==> src/rtl/uart_pkg.sv <==
// Shared types and constants for the UART receiver: FSM state encoding,
// legal prescale values, parity selection and the prescale legaliser.
package uart_pkg;

    typedef logic [2:0] uart_state_t;

    localparam uart_state_t ST_IDLE   = 3'd0;
    localparam uart_state_t ST_START  = 3'd1;
    localparam uart_state_t ST_DATA   = 3'd2;
    localparam uart_state_t ST_PARITY = 3'd3;
    localparam uart_state_t ST_STOP   = 3'd4;

    localparam logic [5:0] PRESCALE_8  = 6'd8;
    localparam logic [5:0] PRESCALE_16 = 6'd16;
    localparam logic [5:0] PRESCALE_32 = 6'd32;

    localparam logic PARITY_EVEN = 1'b0;
    localparam logic PARITY_ODD  = 1'b1;

    // Anything other than 16 or 32 runs at 8 cycles per bit.
    function automatic logic [5:0] legal_prescale(input logic [5:0] p);
        case (p)
            PRESCALE_16, PRESCALE_32: return p;
            default:                  return PRESCALE_8;
        endcase
    endfunction

endpackage

==> src/rtl/uart_receiver_if.sv <==
// Signal bundle between a serial line driver/consumer and uart_receiver.
// Handshake: data_valid is a one-cycle push with no ready/backpressure; the
// consumer must take parallel_data in the cycle data_valid is high.
interface uart_receiver_if #(parameter int DATA_WIDTH = 8);

    logic                  RX_in;
    logic [5:0]            prescale;
    logic                  parity_enable;
    logic                  parity_type;
    logic [DATA_WIDTH-1:0] parallel_data;
    logic                  data_valid;
    logic                  parity_error;
    logic                  frame_error;

    modport master (
        output RX_in, prescale, parity_enable, parity_type,
        input  parallel_data, data_valid, parity_error, frame_error
    );

    modport slave (
        input  RX_in, prescale, parity_enable, parity_type,
        output parallel_data, data_valid, parity_error, frame_error
    );

endinterface

==> src/rtl/uart_rx_sampler.sv <==
// Bit-cycle counter and sample-point logic. Define UART_RX_MAJORITY_SAMPLE_EN
// to vote over three samples around mid-bit instead of one.
module uart_rx_sampler
    import uart_pkg::*;
(
    input  logic       clk,
    input  logic       reset,
    input  logic       rx,
    input  logic       active,
    input  logic [5:0] prescale,
    output logic       bit_end,
    output logic       bit_val
);

    logic [5:0] cycle_cnt;
    logic [5:0] half;

    assign half    = {1'b0, prescale[5:1]};
    assign bit_end = active && (cycle_cnt == prescale - 6'd1);

    always_ff @(posedge clk or negedge reset) begin
        if (!reset) begin
            cycle_cnt <= 6'd0;
        end else if (!active || bit_end) begin
            cycle_cnt <= 6'd0;
        end else begin
            cycle_cnt <= cycle_cnt + 6'd1;
        end
    end

`ifdef UART_RX_MAJORITY_SAMPLE_EN
    logic [2:0] samp;

    always_ff @(posedge clk or negedge reset) begin
        if (!reset) begin
            samp <= 3'b000;
        end else if (active) begin
            if (cycle_cnt == half - 6'd1) samp[0] <= rx;
            if (cycle_cnt == half)        samp[1] <= rx;
            if (cycle_cnt == half + 6'd1) samp[2] <= rx;
        end
    end

    // All three samples are settled well before the last count of the bit.
    assign bit_val = (samp[0] & samp[1]) | (samp[0] & samp[2]) | (samp[1] & samp[2]);
`else
    logic samp;

    always_ff @(posedge clk or negedge reset) begin
        if (!reset) begin
            samp <= 1'b0;
        end else if (active && (cycle_cnt == half)) begin
            samp <= rx;
        end
    end

    assign bit_val = samp;
`endif

endmodule

==> src/rtl/uart_receiver.sv <==
// UART receiver: frame FSM, shift register and parity/stop checks.
// Optional UART_RX_MAJORITY_SAMPLE_EN selects 3-sample voting in the sampler.
module uart_receiver
    import uart_pkg::*;
#(
    parameter int DATA_WIDTH = 8
) (
    input  logic                clk,
    input  logic                reset,
    uart_receiver_if.slave      rx_if,
    output uart_state_t         state_dbg
);

    localparam int BCW = $clog2(DATA_WIDTH + 1);
    localparam logic [BCW-1:0] LAST_BIT = BCW'(DATA_WIDTH - 1);

    uart_state_t           state;
    logic [BCW-1:0]        bit_cnt;
    logic [DATA_WIDTH-1:0] shift_q;
    logic [5:0]            presc_q;
    logic                  par_en_q;
    logic                  par_type_q;
    logic                  perr_q;
    logic                  bit_end;
    logic                  bit_val;
    logic                  exp_par;

    assign state_dbg = state;
    assign exp_par   = (par_type_q == PARITY_ODD) ? ~^shift_q : ^shift_q;

    uart_rx_sampler u_sampler (
        .clk      (clk),
        .reset    (reset),
        .rx       (rx_if.RX_in),
        .active   (state != ST_IDLE),
        .prescale (presc_q),
        .bit_end  (bit_end),
        .bit_val  (bit_val)
    );

    always_ff @(posedge clk or negedge reset) begin
        if (!reset) begin
            state               <= ST_IDLE;
            bit_cnt             <= '0;
            shift_q             <= '0;
            presc_q             <= PRESCALE_8;
            par_en_q            <= 1'b0;
            par_type_q          <= PARITY_EVEN;
            perr_q              <= 1'b0;
            rx_if.parallel_data <= '0;
            rx_if.data_valid    <= 1'b0;
            rx_if.parity_error  <= 1'b0;
            rx_if.frame_error   <= 1'b0;
        end else begin
            rx_if.data_valid   <= 1'b0;
            rx_if.parity_error <= 1'b0;
            rx_if.frame_error  <= 1'b0;
            case (state)
                ST_IDLE: begin
                    if (!rx_if.RX_in) begin
                        state      <= ST_START;
                        presc_q    <= legal_prescale(rx_if.prescale);
                        par_en_q   <= rx_if.parity_enable;
                        par_type_q <= rx_if.parity_type;
                        bit_cnt    <= '0;
                        perr_q     <= 1'b0;
                    end
                end
                ST_START: begin
                    // A high mid-start sample is a line glitch, not a frame.
                    if (bit_end) state <= bit_val ? ST_IDLE : ST_DATA;
                end
                ST_DATA: begin
                    if (bit_end) begin
                        shift_q <= {bit_val, shift_q[DATA_WIDTH-1:1]};
                        if (bit_cnt == LAST_BIT) begin
                            bit_cnt <= '0;
                            state   <= par_en_q ? ST_PARITY : ST_STOP;
                        end else begin
                            bit_cnt <= bit_cnt + 1'b1;
                        end
                    end
                end
                ST_PARITY: begin
                    if (bit_end) begin
                        perr_q <= (bit_val != exp_par);
                        state  <= ST_STOP;
                    end
                end
                ST_STOP: begin
                    if (bit_end) begin
                        rx_if.parity_error <= perr_q;
                        rx_if.frame_error  <= !bit_val;
                        if (!perr_q && bit_val) begin
                            rx_if.data_valid    <= 1'b1;
                            rx_if.parallel_data <= shift_q;
                        end
                        state <= ST_IDLE;
                    end
                end
                default: state <= ST_IDLE;
            endcase
        end
    end

endmodule

==> src/flat_wrapper.sv <==
// flat-port wrapper written by rule: the top's interface ports become plain ports
module uart_receiver_flat import uart_pkg::*;
#(
    parameter int DATA_WIDTH = 8
)
  (clk, reset, state_dbg, rx_if_RX_in, rx_if_prescale, rx_if_parity_enable, rx_if_parity_type, rx_if_parallel_data, rx_if_data_valid, rx_if_parity_error, rx_if_frame_error);
  uart_receiver_if #(.DATA_WIDTH(DATA_WIDTH)) rx_if_i ();
  input  logic clk;
  input  logic reset;
  output uart_state_t state_dbg;
  input wire logic [$bits(rx_if_i.RX_in)-1:0] rx_if_RX_in;
  input wire logic [$bits(rx_if_i.prescale)-1:0] rx_if_prescale;
  input wire logic [$bits(rx_if_i.parity_enable)-1:0] rx_if_parity_enable;
  input wire logic [$bits(rx_if_i.parity_type)-1:0] rx_if_parity_type;
  output wire logic [$bits(rx_if_i.parallel_data)-1:0] rx_if_parallel_data;
  output wire logic [$bits(rx_if_i.data_valid)-1:0] rx_if_data_valid;
  output wire logic [$bits(rx_if_i.parity_error)-1:0] rx_if_parity_error;
  output wire logic [$bits(rx_if_i.frame_error)-1:0] rx_if_frame_error;
  assign rx_if_i.RX_in = rx_if_RX_in;
  assign rx_if_i.prescale = rx_if_prescale;
  assign rx_if_i.parity_enable = rx_if_parity_enable;
  assign rx_if_i.parity_type = rx_if_parity_type;
  assign rx_if_parallel_data = rx_if_i.parallel_data;
  assign rx_if_data_valid = rx_if_i.data_valid;
  assign rx_if_parity_error = rx_if_i.parity_error;
  assign rx_if_frame_error = rx_if_i.frame_error;
  uart_receiver #(.DATA_WIDTH(DATA_WIDTH)) u_core (.clk(clk), .reset(reset), .rx_if(rx_if_i), .state_dbg(state_dbg));
endmodule
==> config.mk <==
export PLATFORM = sky130hd
export DESIGN_NAME = uart_receiver_flat
export DESIGN_NICKNAME = d
export VERILOG_FILES = /design/src/rtl/uart_pkg.sv /design/src/rtl/uart_receiver_if.sv /design/src/rtl/uart_rx_sampler.sv /design/src/rtl/uart_receiver.sv /design/src/flat_wrapper.sv
export SDC_FILE = /design/constraint.sdc
export NUM_CORES = 1
export LEC_CHECK = 0
export CAP_MARGIN = 40
export CORE_MARGIN = 3
export CORE_UTILIZATION = 35
export DETAILED_ROUTE_END_ITERATION = 16
export DONT_BUFFER_PORTS = 1
export PLACE_DENSITY = 0.6
export RECOVER_POWER = 100
export SYNTH_ARGS = -nofsm -noshare
export SYNTH_HDL_FRONTEND = slang
export SYNTH_SLANG_ARGS = --single-unit
==> constraint.sdc <==
create_clock -name clk -period 4.5 [get_ports clk]
set_clock_uncertainty 0.05 [all_clocks]
set_input_delay 0 -clock clk [delete_from_list [all_inputs] [get_ports clk]]
set_output_delay 0 -clock clk [all_outputs]
set_load 0.005 [all_outputs]
### Yosys cells after proc, flatten, opt, wreduce, memory -nomap -nowiden

Cells that the tools add are included.

* mux-type cells: 26
* bitwise operators: 1
* $add $sub $neg: 3
* reduce and logical (&&, ||, !) cells: 20
* equality and inequality tests: 16

Operators with widths (number)
* two-way mux 3 bit: 7
* one-hot mux 3 bit (5 select lines): 1
* two-way mux 4 bit: 3
* two-way mux 6 bit: 2
* two-way mux 1 bit: 10
* != test 2 bit, second input constant: 5
* AND reduction 3 bit: 3
* one-hot mux 4 bit (2 select lines): 1
* XNOR reduction 8 bit: 1
* parity 8 bit: 1
* adder 6 x 1 -> 6 bit, second input constant: 1
* == test 3 x 2 -> 1 bit, second input constant: 2
* == test 6 x 5 -> 1 bit: 1
* == test 6 x 5 -> 1 bit, second input constant: 1
* == test 6 bit: 1
* == test 6 bit, second input constant: 1
* AND reduction 6 bit: 1
* subtractor 6 x 1 -> 6 bit, second input constant: 1
* adder 4 x 1 -> 4 bit, second input constant: 1
* == test 4 x 3 -> 1 bit, second input constant: 1
* AND reduction 2 bit: 2
* nonzero test 2 bit: 2
* == test 3 x 1 -> 1 bit, second input constant: 1
* == test 3 bit, second input constant: 1
* other kinds (11): 15

* input bits: 11
* output and inout port bits: 14
* logic and storage cells: 79
* flip-flop bits (word level): 42

### Depth between registers and ports, before layout

Gate-level depths: netlist of the first run.

* word-level depth: 5
* mapped depth: 9
* mapped depth without buffers: 7

### By module

A second synthesis of the first run with hierarchy kept.

* cells, all modules: 186
* area, all modules: 2133.3 µm²

Modules (own cells, without submodules)
* uart_receiver: area each 1582.8 µm², seq. area each 877.1 µm², instances 1, cells each 129
* uart_rx_sampler: area each 550.5 µm², seq. area each 175.2 µm², instances 1, cells each 57

### Least setup slack after synthesis of the first run

OpenSTA, ideal clock, no wires.

* path type: reg2reg
* start: register u_core.presc_q[0]
* end: register u_core.state[1] (netlist: u_core.state_dbg[1])
* cell stages (with the launch flop): 8
* path buffers: 2
* setup time: 0.126 ns
* setup slack: 2.256 ns
* required time: 4.324 ns
* clock period less this slack: 2.244 ns
* data arrival time: 2.068 ns
* cell sequence: dfrtp_1 > or4_1 > or3_1 > nor4bb_1 > buf_6 > and2_4 > buf_6 > a221o_1

* cells in the longest elaborated chain, start to end: 5
* elaborated cells on any way between the ends: 8
* classes of those cells: 1 x add/sub; 5 x eq/ne; 2 x reduce/logical

RTL lines
* start, declared: RTL line uart_receiver.sv:20 `logic [5:0] presc_q;`
* start signal, assigned: RTL line uart_receiver.sv:62 `presc_q <= legal_prescale(rx_if.prescale);`
* subtractor 6 x 1 -> 6 bit *: RTL line uart_rx_sampler.sv:19 `assign bit_end = active && (cycle_cnt == prescale - 6'd1);`
* == test 6 bit *: RTL line uart_rx_sampler.sv:19
* logical AND 1 bit *: RTL line uart_rx_sampler.sv:19
* != test 2 bit (no source line)
* AND reduction 6 bit (no source line) *
* end signal, assigned: RTL line uart_receiver.sv:71 `if (bit_end) state <= bit_val ? ST_IDLE : ST_DATA;`
* end signal, assigned: RTL line uart_receiver.sv:78 `state <= par_en_q ? ST_PARITY : ST_STOP;`
* end, declared: RTL line uart_receiver.sv:17 `uart_state_t state;`

Mark *: on every way between the ends. The rest lies on a longest branch, timed or not.
A chain may end at the register's enable or synchronous reset.

### Worst setup path in the final report of the first run

* start: register u_core.presc_q[2]
* end: register u_core.shift_q[7]

* cells in the longest elaborated chain, start to end: 4

RTL lines
* subtractor 6 x 1 -> 6 bit: RTL line uart_rx_sampler.sv:19
* == test 6 bit: RTL line uart_rx_sampler.sv:19
* logical AND 1 bit: RTL line uart_rx_sampler.sv:19
* AND reduction 2 bit (no source line)
* end signal, assigned: RTL line uart_receiver.sv:75 `shift_q <= {bit_val, shift_q[DATA_WIDTH-1:1]};`
* end, declared: RTL line uart_receiver.sv:19 `logic [DATA_WIDTH-1:0] shift_q;`

Every way passes these cells.

==> out/qor.yml, run 1 <==
timing:
  slew-limit-headroom_pct: -45.9
  hold_viol: 0
  setup_viol: 0
  post-route-period-util_pct: 66.8
  min_period_ns: 3.01
  max_slew.worst_pin.slew_ns: 2.19
  rsz0062_at_grt: "no"
  holdWs_ns: 0.00345
  final.setup.tns_ns: 0
  drv_slew: 43
  worst_slack_ns: 1.49
  timing.fmax_mhz: 333
placed_design:
  dp_hpwl_um: 2890
  gp_congestion: 0.803
  preCtsSetupSlack_ns: 1.92
  port_buffers: 0
clock_tree:
  clkTransAtPathRegs_ns: 0.08
  clk_root_buffer_cell: "clkbuf_8"
  clock_latency_ns: 0.30
  cts_buffer_depth: 2
  cts_tree: "done"
  cts_resized: 0
  cts_max_level: 2
  cts-buffers-inserted: 5
  clock_sinks: 42
synth:
  ys.flop_type: "dfrtp_1"
  syn_nets: 210
  syn_area_per_cell_um2: 11.0
  synth-seq-area-share_pct: 48.8
  synthTopCellsByArea: "dfrtp_1 (48%), mux2_2 (8.9%), xor2_1 (4.9%)"
  yosys.area.top_type_share_pct: 47.6
  netlist_instances: 196
  ys.warnings.count: 0
  yosys_register_bits: 42
  ys_types: 42
  netlist.top_cell.by_area: "dfrtp_1"
  postSynth.asyncResetShare_pct: 100
  synth_area_um2: 2160
  synth_edf_count: 0
drt:
  drt_wl_total_um: 4170
  wl_per_cell_um: 14.8
  drtPass1Iterations: 4
  ant_nets: 0
  drcViolationCount: 0
  num_vias: 1478
  viasPerCell: 5.24
  drtIter0Drc: 62
outcome:
  outcome: "complete, but fails checks"
  violations: "capacitance limit, slew limit"
global_route:
  grt_pass1_vias: 1490
  grt_overflow: 0
  grt_pass1_wl_um: 7210
  grt_usage_pct: 12.7
  antenna_found_initial: 0
  grt_start_max_net_pins: 43
power_and_ir_drop:
  peakVddDrop_mv: 0.147
  p_leak_nw: 1.05
  powerDensity_nw_per_um2: 570
setup_path:
  rr_endpoint: "u_core.shift_q[7]$_DFFE_PN0P_"
  crit_required_ns: 4.63
  crit_path_start_kind: "flop"
  ff2ff_setup_slack_ns: 1.49
  timing.rr.start: "u_core.presc_q[2]$_DFFE_PN0P_"
  endpoint_kind: "flop"
  reg2reg_depth: 6
  worstSetupPathType: "flop to flop"
  crit_fanout: 10
  critPathArrivalTime_ns: 3.14
layout:
  drive_above_1_share_pct: 13.8
  nets: 223
  area.growth.synth_to_final_pct: 10.6
  num_antenna_cells: 0
  mostFrequentLayoutCells: "dfrtp_1 (41), mux2_2 (16), nand2_1 (15)"
  layout_commonest_cell: "dfrtp_1"
min_path:
  min_to: "u_core.perr_q$_DFFE_PN0P_"
  hold_depth: 4
  worstHoldPathType: "primary input to flop"
  min_from: "rx_if_RX_in"
die:
  die_x_um: 84.5
  fp.coreArea_um2: 5740
  io_pins: 25
  std_cell_rows: 27
  die-area_um2: 7140
  start_util_pct: 37.6
  die_y_um: 84.5
job:
  cap_violations: 1
logic make-up after synthesis:
family                   after synthesis  synth area share, %
multiplexers                          18                 9.34
buffers and inverters                 14                 3.13
AO/OA/AOI/OAI                         23                 7.66
AND/OR/NAND/NOR                       72                 19.0
adder cells (fa/ha/maj)                3                 1.74
XOR/XNOR                              24                 10.4
flip-flops                            42                 48.8
cell usage after synthesis, types with 4 or more instances:
cell and n:
o21ai_0 5, nor2_1 9, a21oi_1 4, clkbuf_1 6, nand3_1 8, xor2_1 12
inv_1 6, mux2_2 17, nor3_1 13, dfrtp_1 41, xnor2_1 11, nor2b_1 5
nand2_1 15
area by class of cell:
| cell class | instances | area [um2] |
|---|---|---|
| Multi-Input combinational cell | 140 | 1010 |
| Sequential cell | 42 | 1050 |
| Fill cell | 573 | 3360 |
| Clock inverter | 3 | 21.3 |
| Inverter | 6 | 22.5 |
| Tap cell | 72 | 90.1 |
| Clock buffer | 5 | 68.8 |
| Timing Repair Buffer | 14 | 121 |
timing repair:
action,in CTS,in global routing
hold endpoints to repair,51,0
hold buffers,12,0
buffers inserted,0,0
worst max-delay path by stage:
stage	start	to	slack (ns)	depth (start not counted)
after global placement	u_core.presc_q[0]$_DFFE_PN0P_	u_core.shift_q[3]$_DFFE_PN0P_	1.67	5
after detailed placement	u_core.presc_q[2]$_DFFE_PN0P_	u_core.shift_q[5]$_DFFE_PN0P_	1.92	6
after CTS	u_core.state_dbg[2]$_DFFE_PN0P_	u_core.presc_q[4]$_DFFE_PN0P_	1.50	5
after global routing	u_core.state_dbg[2]$_DFFE_PN0P_	u_core.presc_q[4]$_DFFE_PN0P_	1.24	5
after floorplan	u_core.presc_q[0]$_DFFE_PN0P_	u_core.state_dbg[1]$_DFFE_PN0P_	2.26	7
final	u_core.presc_q[2]$_DFFE_PN0P_	u_core.shift_q[7]$_DFFE_PN0P_	1.49	6
flip-flops by register name (all words and copies together) (netlist names), 3 cells and up:
signal / flops
u_core.presc_q: 6
u_core.bit_cnt: 4
u_core.u_sampler.cycle_cnt: 6
u_core.shift_q: 8
u_core.state_dbg: 3
u_core.rx_if.parallel_data: 8
worst max-delay path, cell delays in order, from the launching register on:
cell and delay (ns):
dfrtp_1 0.45, or4_1 0.51, o21ai_0 0.21, nor4bb_1 0.58
clkbuf_1 0.27, nand3_1 0.41, mux2_2 0.41
through the flow:
stage	cells	cell area [um2]	utilization, %	total power [mW]
final	282	2390	41.5	1.36
after global routing	282	2390	41.5	1.48
after CTS	282	2440	42.5	1.42
after detailed placement	262	2220	38.7	1.15
after global placement	261	2220	38.6	1.13
after floorplan	196	2160	-	1.05
power breakdown:
part,leakage (nW),switching (mW),total [mW],internal [mW]
Clock,0.0441,0.136,0.245,0.109
Combinational,0.455,0.284,0.547,0.263
Sequential,0.548,0.112,0.569,0.457
layer usage:
layer	vias to the layer above	wire, um	GRT usage, %
met3	2	249	3.83
met5	-	0	0
met2	32	1830	18.1
li1	723	-	-
met4	0	47	5.18
met1	721	2040	17.9
(Power assumes the default switching activity.)
==> run 2: changes to the inputs <==
Clock period 4.5 ns to 2.8 ns, I/O delays scaled along.
==> out/qor.yml, run 2 (synthesized netlist as in run 1, its figures left out) <==
outcome:
  outcome: "complete, but fails checks"  # unchanged
  violations: "capacitance limit, slew limit"  # unchanged
clock_tree:
  clk_root_buffer_cell: "clkbuf_8"  # unchanged
  cts_hold_buf: 12  # unchanged
  cts_buffer_depth: 2  # unchanged
  cts_resized: 0  # unchanged
  cts_max_level: 2  # unchanged
  cts-buffers-inserted: 5  # unchanged
  clkTransAtPathRegs_ns: 0.08  # about the same
  clock_latency_ns: 0.30  # about the same
  clock_sinks: 42  # unchanged
  post-cts-setup-buffers: 0  # unchanged
  cts_tree: "done"  # unchanged
global_route:
  grt_usage_pct: 12.7  # about the same
  antenna_found_initial: 0  # unchanged
  grt_overflow: 0  # unchanged
  grt_pass1_vias: 1531  # was 1490
  grt_start_max_net_pins: 43  # unchanged
  grt_pass1_wl_um: 7370  # was 7210 um
layout:
  num_antenna_cells: 0  # unchanged
  final_util_pct: 42.5  # was 41.5%
  area.growth.synth_to_final_pct: 13.2  # was 10.6%
  mostFrequentLayoutCells: "dfrtp_1 (41), mux2_2 (17), nand2_1 (15)"  # was dfrtp_1 (41), mux2_2 (16), nand2_1 (15)
  reg_top3: "u_core.rx_if.parallel_data x8, u_core.shift_q x8"  # unchanged
  drive_above_1_share_pct: 16.4  # was 13.8%
  layout_commonest_cell: "dfrtp_1"  # unchanged
  layoutNonFillerInstCount: 285  # was 282
  nets: 226  # was 223
  final_area_um2: 2440  # was 2390 um2
timing:
  timing.fmax_mhz: 402  # was 333 MHz
  drv_slew: 43  # unchanged
  slew-limit-headroom_pct: -47.1  # was -45.9%
  holdWs_ns: 0.00245  # was 0.00345 ns
  hold_viol: 0  # unchanged
  min_period_ns: 2.49  # was 3.01 ns
  setup_viol: 0  # unchanged
  max_slew.worst_pin.slew_ns: 2.21  # was 2.19 ns
  rsz0062_at_grt: "no"  # unchanged
  post-route-period-util_pct: 88.8  # was 66.8%
  worst_slack_ns: 0.314  # was 1.49 ns
  final.setup.tns_ns: 0  # unchanged
power_and_ir_drop:
  p_leak_nw: 1.07  # was 1.05 nW
  powerDensity_nw_per_um2: 933  # was 570 nW/um2
  finalPower_mw: 2.28  # was 1.36 mW
  combPwrFrac_pct: 41.6  # was 40.2%
  peakVddDrop_mv: 0.332  # was 0.147 mV
  sw_frac_of_total_pct: 38.5  # was 39.0%
  p_int_mw: 1.40  # was 830 uW
  pwr-share-clk_pct: 18.1  # was 18.0%
  seq_power_share_pct: 40.3  # was 41.8%
  power.switching_uw: 877  # was 531 uW
die:
  io_pins: 25  # unchanged
  die-area_um2: 7140  # unchanged
  die_x_um: 84.5  # unchanged
  die_y_um: 84.5  # unchanged
  fp.coreArea_um2: 5740  # unchanged
  std_cell_rows: 27  # unchanged
  start_util_pct: 37.6  # unchanged
setup_path:
  crit_fanout: 10  # unchanged
  path_buf_inv: 1  # unchanged
  crit_required_ns: 2.93  # was 4.63 ns
  worstSetupPathType: "flop to flop"  # unchanged
  crit_slowest_cell: "a31oi_2"  # was nor4bb_1
  cpLargestDelayFamily: "simple AND/OR/NAND/NOR gates"  # unchanged
  cp.depth: 7  # was 6
  endpoint_kind: "flop"  # unchanged
  reg2reg_depth: 7  # was 6
  worstPathCellList: "inv_1, ha_1, nor2b_1, or3_1, a31oi_2, nand3_4, mux2_2"  # was or4_1, o21ai_0, nor4bb_1, clkbuf_1, nand3_1, mux2_2
  critPathArrivalTime_ns: 2.62  # was 3.14 ns
  crit_path_start_kind: "flop"  # unchanged
  cp_slowest_stage_delay_ns: 0.50  # was 0.58 ns
placed_design:
  preCtsSetupSlack_ns: 0.306  # was 1.92 ns
  dp_hpwl_um: 2860  # was 2890 um
  port_buffers: 0  # unchanged
  placed_cells_incl_taps: 265  # was 262
  place_area_um2: 2240  # was 2220 um2
  gp_congestion: 0.839  # was 0.803
min_path:
  hold_depth: 3  # was 4
  worstHoldPathType: "primary input to flop"  # unchanged
drt:
  viasPerCell: 5.19  # was 5.24
  wl_per_cell_um: 14.5  # was 14.8 um
  drtIter0Drc: 90  # was 62
  drt_wl_total_um: 4130  # was 4170 um
  num_vias: 1478  # unchanged
  drcViolationCount: 0  # unchanged
  ant_nets: 0  # unchanged
  drtPass1Iterations: 4  # unchanged
job:
  cap_violations: 1  # unchanged
==> run 2: cell count changes in the layout (fill, tap and decap cells not counted), sizes merged <==
cell	previous run	this run
clkinvlp	1	0
clkinv	2	0
inv	6	7
buf	0	3
clkbuf	8	10
==> run 2: power groups by stage <==
stage | Combinational, mW | Sequential [mW] | Clock (mW)
3_5_place_dp | 0.933 | 0.930 | 0
5_1_grt | 1.08 | 0.941 | 0.457
2_1_floorplan | 0.837 | 0.843 | 0
3_3_place_gp | 0.918 | 0.926 | 0
6_report | 0.948 | 0.917 | 0.413
4_1_cts | 0.967 | 0.919 | 0.432
==> run 2: area by class of cell <==
type	count	area, um2
Fill cell	561	3300
Inverter	6	22.5
Sequential cell	42	1050
Tap cell	72	90.1
Timing Repair Buffer	17	144
Clock buffer	7	86.3
Clock inverter	1	8.76
Multi-Input combinational cell	140	1040
==> run 2: worst paths after layout <==
check	to	startpoint	slack, ns
setup / recovery	u_core.shift_q[3]$_DFFE_PN0P_	u_core.presc_q[0]$_DFFE_PN0P_	0.31
max in group asynchronous	u_core.state_dbg[0]$_DFFE_PN0P_	reset	0.58
hold reg to reg	u_core.par_en_q$_DFFE_PN0P_	u_core.par_en_q$_DFFE_PN0P_	0.46
hold / removal	u_core.presc_q[3]$_DFFE_PN1P_	rx_if_RX_in	0.002
min in group asynchronous	u_core.bit_cnt[1]$_DFFE_PN0P_	reset	0.87
setup reg to reg	u_core.shift_q[3]$_DFFE_PN0P_	u_core.presc_q[0]$_DFFE_PN0P_	0.31
==> run 2: tightest hold or removal path, stage by stage <==
cell and delay, ns:
nand2b_1 0.13, nor3_1 0.09, nor2_1 0.09
==> run 2: per-layer routing <==
layer | track usage (%) | up-vias | share of wire [%]
met4 | 6.04 | 0 | 2.2
met3 | 2.75 | 8 | 5.3
met1 | 17.7 | 703 | 48
met5 | 0 | - | 0
li1 | - | 726 | -
met2 | 18.6 | 41 | 44
